--- src/rtl/branch_sched_pkg.sv ---
// Shared backend types: branch op encoding and the branch reservation entry layout.
// Tag and ROB-index fields are sized for the widest supported configuration.
package branch_sched_pkg;

    localparam int BR_MAX_ROB_W  = 8;
    localparam int BR_MAX_PHYS_W = 8;

    typedef enum logic [2:0] {
        BR_BEQ  = 3'd0,
        BR_BNE  = 3'd1,
        BR_BLT  = 3'd2,
        BR_BGE  = 3'd3,
        BR_BLTU = 3'd4,
        BR_BGEU = 3'd5
    } br_ops;

    typedef struct packed {
        logic                     valid;
        br_ops                    op;
        logic [BR_MAX_ROB_W-1:0]  rob_idx;
        logic [BR_MAX_PHYS_W-1:0] ps1;
        logic [BR_MAX_PHYS_W-1:0] ps2;
        logic                     ps1_rdy;
        logic                     ps2_rdy;
        logic [31:0]              rs1_data;
        logic [31:0]              rs2_data;
        logic                     pred_taken;
    } br_sched_entry_t;

endpackage

--- src/rtl/branch_sched_if.sv ---
// Dispatch, CDB wakeup, shared comparator and result handshake of the branch scheduler.
interface branch_sched_if #(
    parameter int ROB_IDX_W = 5,
    parameter int PHYS_W    = 6
) ();
    import branch_sched_pkg::*;

    logic                 dispatch_valid;
    logic                 dispatch_ready;
    br_ops                dispatch_br_op;
    logic [ROB_IDX_W-1:0] dispatch_rob_idx;
    logic                 dispatch_pred_taken;
    logic [PHYS_W-1:0]    dispatch_ps1;
    logic [PHYS_W-1:0]    dispatch_ps2;
    logic                 dispatch_ps1_rdy;
    logic                 dispatch_ps2_rdy;
    logic [31:0]          dispatch_rs1_data;
    logic [31:0]          dispatch_rs2_data;

    logic                 cdb_valid;
    logic [PHYS_W-1:0]    cdb_pd;
    logic [31:0]          cdb_data;

    logic [31:0]          cmp_a;
    logic [31:0]          cmp_b;
    br_ops                cmp_op;
    logic                 cmp_taken;

    logic                 res_valid;
    logic                 res_ready;
    logic [ROB_IDX_W-1:0] res_rob_idx;
    logic                 res_taken;
    logic                 res_mispredict;

    modport master (
        output dispatch_valid, dispatch_br_op, dispatch_rob_idx, dispatch_pred_taken,
               dispatch_ps1, dispatch_ps2, dispatch_ps1_rdy, dispatch_ps2_rdy,
               dispatch_rs1_data, dispatch_rs2_data,
               cdb_valid, cdb_pd, cdb_data, cmp_taken, res_ready,
        input  dispatch_ready, cmp_a, cmp_b, cmp_op,
               res_valid, res_rob_idx, res_taken, res_mispredict
    );

    modport slave (
        input  dispatch_valid, dispatch_br_op, dispatch_rob_idx, dispatch_pred_taken,
               dispatch_ps1, dispatch_ps2, dispatch_ps1_rdy, dispatch_ps2_rdy,
               dispatch_rs1_data, dispatch_rs2_data,
               cdb_valid, cdb_pd, cdb_data, cmp_taken, res_ready,
        output dispatch_ready, cmp_a, cmp_b, cmp_op,
               res_valid, res_rob_idx, res_taken, res_mispredict
    );

endinterface

--- src/rtl/branch_sched_age_pick.sv ---
// br_age_pick: age matrix over the reservation slots and one-hot select of the
// oldest eligible slot. older[i][j] set means slot i was dispatched before slot j.
module br_age_pick #(
    parameter int DEPTH = 4
) (
    input  logic             clk,
    input  logic             rst_n,
    input  logic [DEPTH-1:0] alloc,
    input  logic [DEPTH-1:0] eligible,
    output logic [DEPTH-1:0] grant
);

    logic [DEPTH-1:0] older [DEPTH];

    // A new slot is younger than everything currently present; stale bits of
    // free slots are harmless because free slots are never eligible.
    always_ff @(posedge clk or negedge rst_n) begin
        if (!rst_n) begin
            for (int i = 0; i < DEPTH; i++) older[i] <= '0;
        end else begin
            for (int k = 0; k < DEPTH; k++) begin
                if (alloc[k]) begin
                    for (int j = 0; j < DEPTH; j++) begin
                        if (j != k) begin
                            older[k][j] <= 1'b0;
                            older[j][k] <= 1'b1;
                        end
                    end
                end
            end
        end
    end

    always_comb begin
        grant = '0;
        for (int i = 0; i < DEPTH; i++) begin
            grant[i] = eligible[i];
            for (int j = 0; j < DEPTH; j++) begin
                if (j != i && eligible[j] && older[j][i]) grant[i] = 1'b0;
            end
        end
    end

endmodule

--- src/rtl/branch_sched.sv ---
// Branch reservation station: CDB wakeup, oldest-first issue to a shared comparator,
// and a one-deep result register. BR_SCHED_WAKEUP_BYPASS_EN enables same-cycle CDB bypass.
module branch_sched
    import branch_sched_pkg::*;
#(
    parameter int DEPTH     = 4,
    parameter int ROB_IDX_W = 5,
    parameter int PHYS_W    = 6
) (
    input  logic          clk,
    input  logic          rst_n,
    input  logic          flush,
    branch_sched_if.slave bus
);

    localparam int IDX_W = (DEPTH > 1) ? $clog2(DEPTH) : 1;

    br_sched_entry_t      ent [DEPTH];
    br_sched_entry_t      new_ent;
    logic [DEPTH-1:0]     valid_vec, hit1, hit2, rdy1_eff, rdy2_eff;
    logic [DEPTH-1:0]     late1, late2;
    logic [DEPTH-1:0]     eligible, grant, free_slot, alloc;
    logic [31:0]          a_eff [DEPTH];
    logic [31:0]          b_eff [DEPTH];
    logic [IDX_W-1:0]     grant_idx;
    logic                 issue, accept, stall;
    logic                 d_hit1, d_hit2, new_late1, new_late2;
    logic                 res_valid_q, res_taken_q, res_mis_q;
    logic [ROB_IDX_W-1:0] res_rob_q;

    assign stall              = res_valid_q & ~bus.res_ready;
    assign bus.dispatch_ready = ~&valid_vec;
    assign accept             = bus.dispatch_valid & ~&valid_vec & ~flush;
    assign d_hit1 = bus.cdb_valid & ~bus.dispatch_ps1_rdy & (bus.cdb_pd == bus.dispatch_ps1);
    assign d_hit2 = bus.cdb_valid & ~bus.dispatch_ps2_rdy & (bus.cdb_pd == bus.dispatch_ps2);
    assign issue  = |grant;

    // Without bypass a stored operand only counts once its ready bit is registered.
    always_comb begin
        for (int i = 0; i < DEPTH; i++) begin
            valid_vec[i] = ent[i].valid;
            hit1[i] = bus.cdb_valid & ~ent[i].ps1_rdy & (ent[i].ps1 == BR_MAX_PHYS_W'(bus.cdb_pd));
            hit2[i] = bus.cdb_valid & ~ent[i].ps2_rdy & (ent[i].ps2 == BR_MAX_PHYS_W'(bus.cdb_pd));
`ifdef BR_SCHED_WAKEUP_BYPASS_EN
            rdy1_eff[i] = ent[i].ps1_rdy | hit1[i];
            rdy2_eff[i] = ent[i].ps2_rdy | hit2[i];
            a_eff[i]    = ent[i].ps1_rdy ? ent[i].rs1_data : bus.cdb_data;
            b_eff[i]    = ent[i].ps2_rdy ? ent[i].rs2_data : bus.cdb_data;
`else
            rdy1_eff[i] = ent[i].ps1_rdy;
            rdy2_eff[i] = ent[i].ps2_rdy;
            a_eff[i]    = ent[i].rs1_data;
            b_eff[i]    = ent[i].rs2_data;
`endif
            eligible[i] = ent[i].valid & rdy1_eff[i] & rdy2_eff[i] & ~stall & ~flush;
        end
    end

    always_comb begin
        free_slot = '0;
        for (int i = DEPTH - 1; i >= 0; i--) begin
            if (!ent[i].valid) free_slot = DEPTH'(1) << i;
        end
        alloc = accept ? free_slot : '0;
    end

    // A CDB hit in the dispatch cycle is captured here; without bypass its ready
    // bit lands one cycle later, matching the latency of an ordinary wakeup.
    always_comb begin
        new_ent            = '0;
        new_ent.valid      = 1'b1;
        new_ent.op         = bus.dispatch_br_op;
        new_ent.rob_idx    = BR_MAX_ROB_W'(bus.dispatch_rob_idx);
        new_ent.ps1        = BR_MAX_PHYS_W'(bus.dispatch_ps1);
        new_ent.ps2        = BR_MAX_PHYS_W'(bus.dispatch_ps2);
        new_ent.rs1_data   = d_hit1 ? bus.cdb_data : bus.dispatch_rs1_data;
        new_ent.rs2_data   = d_hit2 ? bus.cdb_data : bus.dispatch_rs2_data;
        new_ent.pred_taken = bus.dispatch_pred_taken;
`ifdef BR_SCHED_WAKEUP_BYPASS_EN
        new_ent.ps1_rdy    = bus.dispatch_ps1_rdy | d_hit1;
        new_ent.ps2_rdy    = bus.dispatch_ps2_rdy | d_hit2;
        new_late1          = 1'b0;
        new_late2          = 1'b0;
`else
        new_ent.ps1_rdy    = bus.dispatch_ps1_rdy;
        new_ent.ps2_rdy    = bus.dispatch_ps2_rdy;
        new_late1          = d_hit1;
        new_late2          = d_hit2;
`endif
    end

    br_age_pick #(.DEPTH(DEPTH)) u_age_pick (
        .clk      (clk),
        .rst_n    (rst_n),
        .alloc    (alloc),
        .eligible (eligible),
        .grant    (grant)
    );

    always_comb begin
        grant_idx = '0;
        for (int i = 0; i < DEPTH; i++) begin
            if (grant[i]) grant_idx = IDX_W'(i);
        end
        bus.cmp_a  = '0;
        bus.cmp_b  = '0;
        bus.cmp_op = BR_BEQ;
        if (issue) begin
            bus.cmp_a  = a_eff[grant_idx];
            bus.cmp_b  = b_eff[grant_idx];
            bus.cmp_op = ent[grant_idx].op;
        end
    end

    always_ff @(posedge clk or negedge rst_n) begin
        if (!rst_n) begin
            for (int i = 0; i < DEPTH; i++) ent[i] <= '0;
            late1 <= '0;
            late2 <= '0;
        end else if (flush) begin
            for (int i = 0; i < DEPTH; i++) ent[i].valid <= 1'b0;
            late1 <= '0;
            late2 <= '0;
        end else begin
            for (int i = 0; i < DEPTH; i++) begin
                if (alloc[i]) begin
                    ent[i]   <= new_ent;
                    late1[i] <= new_late1;
                    late2[i] <= new_late2;
                end else if (ent[i].valid) begin
                    if (grant[i]) ent[i].valid <= 1'b0;
                    if (late1[i]) begin
                        ent[i].ps1_rdy <= 1'b1;
                        late1[i]       <= 1'b0;
                    end else if (hit1[i]) begin
                        ent[i].ps1_rdy  <= 1'b1;
                        ent[i].rs1_data <= bus.cdb_data;
                    end
                    if (late2[i]) begin
                        ent[i].ps2_rdy <= 1'b1;
                        late2[i]       <= 1'b0;
                    end else if (hit2[i]) begin
                        ent[i].ps2_rdy  <= 1'b1;
                        ent[i].rs2_data <= bus.cdb_data;
                    end
                end
            end
        end
    end

    always_ff @(posedge clk or negedge rst_n) begin
        if (!rst_n) begin
            res_valid_q <= 1'b0;
            res_rob_q   <= '0;
            res_taken_q <= 1'b0;
            res_mis_q   <= 1'b0;
        end else if (flush) begin
            res_valid_q <= 1'b0;
        end else if (issue) begin
            res_valid_q <= 1'b1;
            res_rob_q   <= ent[grant_idx].rob_idx[ROB_IDX_W-1:0];
            res_taken_q <= bus.cmp_taken;
            res_mis_q   <= bus.cmp_taken ^ ent[grant_idx].pred_taken;
        end else if (bus.res_ready) begin
            res_valid_q <= 1'b0;
        end
    end

    assign bus.res_valid      = res_valid_q;
    assign bus.res_rob_idx    = res_rob_q;
    assign bus.res_taken      = res_taken_q;
    assign bus.res_mispredict = res_mis_q;

endmodule

--- src/flat_wrapper.sv ---
// flat-port wrapper written by rule: the top's interface ports become plain ports
module branch_sched_flat import branch_sched_pkg::*;
#(
    parameter int DEPTH     = 4,
    parameter int ROB_IDX_W = 5,
    parameter int PHYS_W    = 6
)
  (clk, rst_n, flush, bus_dispatch_valid, bus_dispatch_br_op, bus_dispatch_rob_idx, bus_dispatch_pred_taken, bus_dispatch_ps1, bus_dispatch_ps2, bus_dispatch_ps1_rdy, bus_dispatch_ps2_rdy, bus_dispatch_rs1_data, bus_dispatch_rs2_data, bus_cdb_valid, bus_cdb_pd, bus_cdb_data, bus_cmp_taken, bus_res_ready, bus_dispatch_ready, bus_cmp_a, bus_cmp_b, bus_cmp_op, bus_res_valid, bus_res_rob_idx, bus_res_taken, bus_res_mispredict);
  branch_sched_if #(.ROB_IDX_W(ROB_IDX_W), .PHYS_W(PHYS_W)) bus_i ();
  input  logic clk;
  input  logic rst_n;
  input  logic flush;
  input wire logic [$bits(bus_i.dispatch_valid)-1:0] bus_dispatch_valid;
  input wire logic [$bits(bus_i.dispatch_br_op)-1:0] bus_dispatch_br_op;
  input wire logic [$bits(bus_i.dispatch_rob_idx)-1:0] bus_dispatch_rob_idx;
  input wire logic [$bits(bus_i.dispatch_pred_taken)-1:0] bus_dispatch_pred_taken;
  input wire logic [$bits(bus_i.dispatch_ps1)-1:0] bus_dispatch_ps1;
  input wire logic [$bits(bus_i.dispatch_ps2)-1:0] bus_dispatch_ps2;
  input wire logic [$bits(bus_i.dispatch_ps1_rdy)-1:0] bus_dispatch_ps1_rdy;
  input wire logic [$bits(bus_i.dispatch_ps2_rdy)-1:0] bus_dispatch_ps2_rdy;
  input wire logic [$bits(bus_i.dispatch_rs1_data)-1:0] bus_dispatch_rs1_data;
  input wire logic [$bits(bus_i.dispatch_rs2_data)-1:0] bus_dispatch_rs2_data;
  input wire logic [$bits(bus_i.cdb_valid)-1:0] bus_cdb_valid;
  input wire logic [$bits(bus_i.cdb_pd)-1:0] bus_cdb_pd;
  input wire logic [$bits(bus_i.cdb_data)-1:0] bus_cdb_data;
  input wire logic [$bits(bus_i.cmp_taken)-1:0] bus_cmp_taken;
  input wire logic [$bits(bus_i.res_ready)-1:0] bus_res_ready;
  output wire logic [$bits(bus_i.dispatch_ready)-1:0] bus_dispatch_ready;
  output wire logic [$bits(bus_i.cmp_a)-1:0] bus_cmp_a;
  output wire logic [$bits(bus_i.cmp_b)-1:0] bus_cmp_b;
  output wire logic [$bits(bus_i.cmp_op)-1:0] bus_cmp_op;
  output wire logic [$bits(bus_i.res_valid)-1:0] bus_res_valid;
  output wire logic [$bits(bus_i.res_rob_idx)-1:0] bus_res_rob_idx;
  output wire logic [$bits(bus_i.res_taken)-1:0] bus_res_taken;
  output wire logic [$bits(bus_i.res_mispredict)-1:0] bus_res_mispredict;
  assign bus_i.dispatch_valid = bus_dispatch_valid;
  assign bus_i.dispatch_br_op = bus_dispatch_br_op;
  assign bus_i.dispatch_rob_idx = bus_dispatch_rob_idx;
  assign bus_i.dispatch_pred_taken = bus_dispatch_pred_taken;
  assign bus_i.dispatch_ps1 = bus_dispatch_ps1;
  assign bus_i.dispatch_ps2 = bus_dispatch_ps2;
  assign bus_i.dispatch_ps1_rdy = bus_dispatch_ps1_rdy;
  assign bus_i.dispatch_ps2_rdy = bus_dispatch_ps2_rdy;
  assign bus_i.dispatch_rs1_data = bus_dispatch_rs1_data;
  assign bus_i.dispatch_rs2_data = bus_dispatch_rs2_data;
  assign bus_i.cdb_valid = bus_cdb_valid;
  assign bus_i.cdb_pd = bus_cdb_pd;
  assign bus_i.cdb_data = bus_cdb_data;
  assign bus_i.cmp_taken = bus_cmp_taken;
  assign bus_i.res_ready = bus_res_ready;
  assign bus_dispatch_ready = bus_i.dispatch_ready;
  assign bus_cmp_a = bus_i.cmp_a;
  assign bus_cmp_b = bus_i.cmp_b;
  assign bus_cmp_op = bus_i.cmp_op;
  assign bus_res_valid = bus_i.res_valid;
  assign bus_res_rob_idx = bus_i.res_rob_idx;
  assign bus_res_taken = bus_i.res_taken;
  assign bus_res_mispredict = bus_i.res_mispredict;
  branch_sched #(.DEPTH(DEPTH), .ROB_IDX_W(ROB_IDX_W), .PHYS_W(PHYS_W)) u_core (.clk(clk), .rst_n(rst_n), .flush(flush), .bus(bus_i));
endmodule
--- config.mk ---
export PLATFORM = sky130hd
export DESIGN_NAME = branch_sched_flat
export DESIGN_NICKNAME = d
export VERILOG_FILES = /design/src/rtl/branch_sched_pkg.sv /design/src/rtl/branch_sched_if.sv /design/src/rtl/branch_sched_age_pick.sv /design/src/rtl/branch_sched.sv /design/src/flat_wrapper.sv
export SDC_FILE = /design/constraint.sdc
export NUM_CORES = 1
export LEC_CHECK = 0
export CORE_UTILIZATION = 40
export CTS_CLUSTER_DIAMETER = 80
export DETAILED_ROUTE_END_ITERATION = 6
export MAX_ROUTING_LAYER = met4
export PLACE_DENSITY = 0.69
export RECOVER_POWER = 25
export SETUP_SLACK_MARGIN = 0.05
export SKIP_LAST_GASP = 1
export SLEW_MARGIN = 10
export SYNTH_ARGS = -nofsm -noshare
export SYNTH_HDL_FRONTEND = slang
export SYNTH_SLANG_ARGS = --single-unit
--- constraint.sdc ---
create_clock -name clk -period 6.8 [get_ports clk]
set_input_delay 1.02 -clock clk [delete_from_list [all_inputs] [get_ports clk]]
set_output_delay 1.02 -clock clk [all_outputs]
set_load 0.05 [all_outputs]
==> flow_summary_export.csv, run 1 <==
group,metric,value,unit
outcome,status,"finished with violations",
outcome,violations,"capacitance limit, slew limit",
synth,postSynthAreaPerCell,10.1,um2
setup_path,path_max_fanout,39,
job,drv_cap,1,
cts,worstSkewPairLatency,580,ps
cts,cts.htree.levels,2,
detailed_routing,drc_errors,0,
timing,period_needed,5380,ps
floorplanning,num_io_pins,208,
cts,ctsHoldBuffers,0,
power,p_leak,10.7,nW
cts,path_clk_slew,60,ps
setup_path,worst_path_largest_cell_delay,680,ps
final_layout,final_cell_area,0.0237,mm2
setup_path,cpMostUsedCell,"buf_4",
grt,grt_max_degree,164,
hold_path,hold_path.class,"reg2reg",
detailed_routing,ant_nets,0,
setup_path,r2r-start,"u_core.ent[379]",
synth,synthCells,1964,
cts,cts_resized,0,
timing,worst-slew-pin-transition,4830,ps
grt,grt_usage,25.3,%
setup_path,rr_endpoint,"u_core.b_eff[31]",
final_layout,final_util,48.4,%
synth,yosys_warnings,0,
synth,ys_top_cells_by_count,"nand2_1, dfrtp_1, mux2i_1, o21ai_0, a21oi_1",
timing,timing.final.crit_share,79.2,%
setup_path,r2r_slack,2700,ps
synth,synthMuxAreaShare,16.5,%
cts,cts_tree,"yes",
power,ir_drop,0.000276,V
final_layout,syn_to_final_growth,19.6,%
detailed_routing,wl_per_cell,22.0,um
grt,grt_first_pass_wirelength,96300,um
setup_path,critPathCaptureType,"primary output",
detailed_routing,viasPerCell,5.70,
setup_path,arrival,4360,ps
floorplanning,core,0.0490,mm2
synth,synth_enable_flop_cells,0,
synth,async_flop_share,100,%
synth,synth_nets,2096,
setup_path,startpoint,"flush",
final_layout,drive_above_1_share,16.4,%
power,power,7.02,mW
setup_path,crit_type,"in2out",
timing,max_freq,0.186,GHz
timing,slew_headroom,-222,%
synth,yosys.area.top_type_share,48.0,%
final_layout,nets,2235,
place,portBuffers,207,
setup_path,crit_path_start_kind,"input port",
detailed_routing,firstDrtPassIters,5,
timing,hold_viol,0,
grt,antenna_found_initial,1,
floorplanning,die_width,225,um
setup_path,slowest_stage,"clkdlybuf4s50_1",
setup_path,ff2ff_path_depth,7,
synth,yosys.area.top_type,"dfrtp_1",
synth,yosysMostFrequentCell,"nand2_1",
cts,root_buffer,"clkbuf_16",
cts,cts_buffers,45,
detailed_routing,drt_first_iter_violations,1263,
floorplanning,dieArea,0.0504,mm2
power,power_density,296,mW/mm2
detailed_routing,vias,16000,
setup_path,critPathCapture,"bus_cmp_b[31]",
cts,cts_buffer_depth,3,
timing,whs,478,ps
synth,synth_top_family_by_area,"multiplexers",
synth,synthAdderAreaFrac,0,%
place,placed_area,0.0221,mm2
synth,synth_seq_area_share,48.0,%
cts,clock_sinks,380,
floorplanning,fp-row-count,81,
synth,ys_types,71,
timing,rsz0062_at_grt,"false",
place,gp_congestion,0.839,
synth,synth_compound_area_share,16.5,%
synth,synthFlopType,"dfrtp_1",
grt,gr-total-overflow,0,
synth,synthTopCellsByArea,"dfrtp_1, mux2i_1, nand2_1, mux2_2, o21ai_0",
synth,netlist_area,0.0198,mm2
setup_path,required,5780,ps
final_layout,nFillCells,4466,
timing,setup_tns,0,ps
timing,setup_viol,0,
floorplanning,initial_core_util,40.5,%
place,hpwl,38700,um
timing,clock_skew,24.2,ps
cts,post_cts_buffers,0,
floorplanning,die_h,225,um
grt,grt_pass1_vias,16400,
synth,synth_seq_cells,380,
synth,yosys.area_share.simple,11.9,%
detailed_routing,wl,61700,um
setup_path,path_cells,"clkdlybuf4s50_1 -> or3_1 -> a211o_4 -> nand2_4 -> buf_4 -> o22ai_1 -> a21oi_1 -> buf_4",
timing,slew_viol_final,81,
synth,synth_xor_area_share,2.65,%
[logic make-up (layout without fill, tap and decap cells)]
family | after synthesis | count (layout)
buf+inv | 160 | 336
xor+xnor | 60 | 60
simple gates | 552 | 552
other cells | 0 | 2
flops | 380 | 380
mux | 315 | 315
compound gates | 497 | 497
[per-layer routing]
metal | GRT usage, % | routed length (um)
met5 | - | 0
met2 | 40.9 | 29800
met4 | 6.71 | 1250
met1 | 33.2 | 27000
met3 | 3.81 | 3620
[power breakdown]
group	total (mW)	switching [mW]	internal [mW]
logic	1.31	0.763	0.550
clock network	2.56	0.997	1.57
registers	3.14	0.344	2.79
total	7.02	2.10	4.91
[stage by stage]
step,setup slack (ps),cells
6_report,1420,2806
3_5_place_dp,1430,2720
2_1_floorplan,2640,1964
3_3_place_gp,1460,2720
5_1_grt,1000,2805
4_1_cts,1410,2804
[worst min path at each step]
stage	startpoint	end	slack, ps	cells past startpoint
after floorplan	u_core.ent[372]	u_core.ent[372]	440	2
after global placement	u_core.ent[368]	u_core.ent[368]	450	2
after detailed placement	u_core.ent[276]	u_core.ent[276]	460	2
after CTS	rst_n	u_core.a_eff[28]	440	1
after global routing	u_core.ent[283]	u_core.ent[283]	490	2
final	u_core.ent[187]	u_core.ent[187]	480	2
[state kept, by name, summed over array words and instances (netlist names)]
name                       count
u_core.late2                   4
u_core.b_eff                 128
u_core.late1                   4
u_core.bus.res_mispredict      1
u_core.a_eff                 128
u_core.bus.res_rob_idx         5
u_core.bus.res_taken           1
u_core.ent                    96
u_core.u_age_pick.older       12
u_core.bus.res_valid           1
[layout make-up]
cell class | count | area, um2 | area share, %
Multi-Input combinational cell | 1424 | 9540 | 40.3
Sequential cell | 380 | 9510 | 40.1
Timing Repair Buffer | 242 | 2190 | 9.23
Clock buffer | 64 | 1340 | 5.66
Tap cell | 664 | 831 | 3.51
Clock inverter | 20 | 241 | 1.02
Inverter | 10 | 37.5 | 0.158
Antenna cell | 2 | 5.00 | 0.0211
[worst max-delay path: cells and delay by family]
kind,cells,cell delay (ps)
buffers and inverters,3,1290
AO/OA/AOI/OAI,3,950
AND/OR/NAND/NOR,2,1050
[cell usage in the layout, fill, tap and decap left out, types with 40 or more instances in the layout]
master and n:
o22ai_1 66, o21ai_1 65, nand2_1 404, nor2_1 61, clkbuf_16 47, o221ai_2 40, mux2i_1 225, buf_4 99
a21oi_1 106, dfrtp_1 380, mux2_2 85, o21ai_0 139, clkdlybuf4s50_1 140
Note: power is estimated with default switching activity, not from simulation.
==> run 2: changes to the inputs <==
--- a/config.mk
+++ b/config.mk
@@ -9,7 +9,7 @@
 export CTS_CLUSTER_DIAMETER = 80
 export DETAILED_ROUTE_END_ITERATION = 6
 export MAX_ROUTING_LAYER = met4
-export PLACE_DENSITY = 0.69
+export PLACE_DENSITY = 0.71
 export RECOVER_POWER = 25
 export SETUP_SLACK_MARGIN = 0.05
 export SKIP_LAST_GASP = 1
==> constraint.sdc (replaced) <==
create_clock -name clk -period 4.4 [get_ports clk]
set_input_delay 0.66 -clock clk [delete_from_list [all_inputs] [get_ports clk]]
set_output_delay 0.66 -clock clk [all_outputs]
set_load 0.05 [all_outputs]
==> flow_summary_export.csv, run 2 (synthesis gave the netlist of run 1 again) <==
group,metric,value,unit
setup_path,crit_type,"reg2out",
setup_path,r2r-start,"u_core.ent[379]",
setup_path,arrival,3470,ps
floorplanning,fp-row-count,81,
floorplanning,die_h,225,um
floorplanning,core,0.0490,mm2
power,p_sw_share,30.2,%
timing,max_freq,0.242,GHz
setup_path,r2r_slack,1440,ps
final_layout,layout.cells.most_common,"nand2_1",
grt,antenna_found_initial,4,
final_layout,final_cell_mix,"nand2_1, dfrtp_1, mux2i_1",
grt,grt_max_degree,131,
power,power_density,450,mW/mm2
cts,cts_buffer_depth,3,
final_layout,final_cell_area,0.0243,mm2
setup_path,ff2ff_path_depth,8,
timing,setup_viol,0,
final_layout,syn_to_final_growth,22.6,%
setup_path,path_max_fanout,15,
grt,grt_usage,25.5,%
final_layout,final_util,49.6,%
detailed_routing,wl_per_cell,21.9,um
floorplanning,initial_core_util,40.5,%
timing,timing.final.crit_share,93.8,%
power,power.clock.fraction,36.4,%
floorplanning,num_io_pins,208,
detailed_routing,vias,16200,
cts,cts.htree.levels,2,
setup_path,startpoint,"u_core.ent[189]",
power,p_seq_share,44.3,%
cts,post_cts_buffers,0,
final_layout,drive_above_1_share,17.7,%
place,portBuffers,207,
power,p_leak,11.0,nW
power,power_frac_comb,19.3,%
detailed_routing,viasPerCell,5.72,
setup_path,required,3740,ps
cts,cts_buffers,45,
power,ir_drop,0.000519,V
timing,period_needed,4130,ps
cts,root_buffer,"clkbuf_16",
detailed_routing,ant_nets,0,
hold_path,hold_path.class,"reg2reg",
grt,grt_pass1_vias,16500,
detailed_routing,wl,62200,um
job,drv_cap,1,
outcome,status,"finished with violations",
detailed_routing,drc_errors,0,
cts,cts_resized,0,
floorplanning,dieArea,0.0504,mm2
timing,clock_skew,18.6,ps
setup_path,critPathCaptureType,"primary output",
timing,slew_viol_final,129,
setup_path,crit_path_start_kind,"flop",
place,gp_congestion,0.873,
grt,grt_first_pass_wirelength,97000,um
cts,worstSkewPairLatency,570,ps
place,placed_area,0.0227,mm2
power,power_switching,3.30,mW
detailed_routing,firstDrtPassIters,5,
grt,gr-total-overflow,0,
cts,path_clk_slew,60,ps
power,p_int,7.63,mW
timing,slew_headroom,-133,%
timing,hold_viol,0,
cts,clock_sinks,380,
cts,ctsHoldBuffers,0,
setup_path,critPathCapture,"bus_cmp_b[29]",
cts,cts_tree,"yes",
timing,setup_tns,0,ps
floorplanning,die_width,225,um
outcome,violations,"capacitance limit, slew limit",
timing,rsz0062_at_grt,"false",
final_layout,nets,2267,
setup_path,rr_endpoint,"u_core.b_eff[25]",
detailed_routing,drt_first_iter_violations,1347,
timing,worst-slew-pin-transition,3490,ps
place,hpwl,39900,um
-- run 2: cell types whose count changed in the layout (fill, tap and decap cells not counted), sizes merged, moves of 3 or more --
cell | previous run | this run
buf | 101 | 133
clkbuf | 65 | 61
clkinv | 12 | 8
clkinvlp | 1 | 7
diode | 2 | 5
-- run 2: cell type report --
type / instances / area [um2]
Antenna cell: 5 / 12.5
Clock buffer: 59 / 1280
Clock inverter: 24 / 305
Fill cell: 4366 / 24700
Inverter: 10 / 37.5
Multi-Input combinational cell: 1424 / 9530
Sequential cell: 380 / 9510
Tap cell: 664 / 831
Timing Repair Buffer: 274 / 2790
-- run 2: worst min path at each step --
stage	from	to	slack (ps)	cells past startpoint
CTS	rst_n	u_core.b_eff[93]	270	1
finish	u_core.a_eff[113]	u_core.a_eff[113]	480	2
global route	u_core.ent[371]	u_core.ent[371]	490	2
global placement	u_core.ent[369]	u_core.ent[369]	450	2
floorplan	rst_n	u_core.a_eff[0]	360	0
detailed placement	u_core.ent[371]	u_core.ent[371]	460	2
-- run 2: stage by stage --
| stage | power [mW] | worst slack, ps | hold WS (ps) | cells |
|---|---|---|---|---|
| 6_report | 10.9 | 273 | 480 | 2840 |
| 5_1_grt | 11.4 | 151 | 494 | 2839 |
| 4_1_cts | 11.0 | 263 | 267 | 2835 |
| 3_5_place_dp | 6.98 | 376 | 462 | 2752 |
| 3_3_place_gp | 6.86 | 440 | 452 | 2752 |
| 2_1_floorplan | 6.12 | 879 | 364 | 1964 |
-- run 2: power groups by stage --
stage	combinational [mW]	sequential (mW)	clock, mW
2_1_floorplan	1.27	4.85	0
3_3_place_gp	2.03	4.83	0
3_5_place_dp	2.11	4.88	0
4_1_cts	2.12	4.82	4.04
5_1_grt	2.34	4.92	4.17
6_report	2.11	4.84	3.98
-- run 2: worst max-delay path: stages, from the launching register on --
cell      delay (ps)
dfrtp_1          560
nand3_1          240
or3_1            410
a211o_2          380
nand3_4          320
buf_4            380
o221ai_2         140
a21oi_1          270
buf_12           180
-- run 2: layer usage --
metal | part of all wire [%] | GRT usage (%) | up-vias | wire [um]
li1 | - | - | 7337 | -
met1 | 43 | 33.1 | 8215 | 27000
met2 | 48 | 40.8 | 587 | 30000
met3 | 6.0 | 3.98 | 99 | 3740
met4 | 2.5 | 8.27 | 0 | 1530
met5 | 0 | - | - | 0
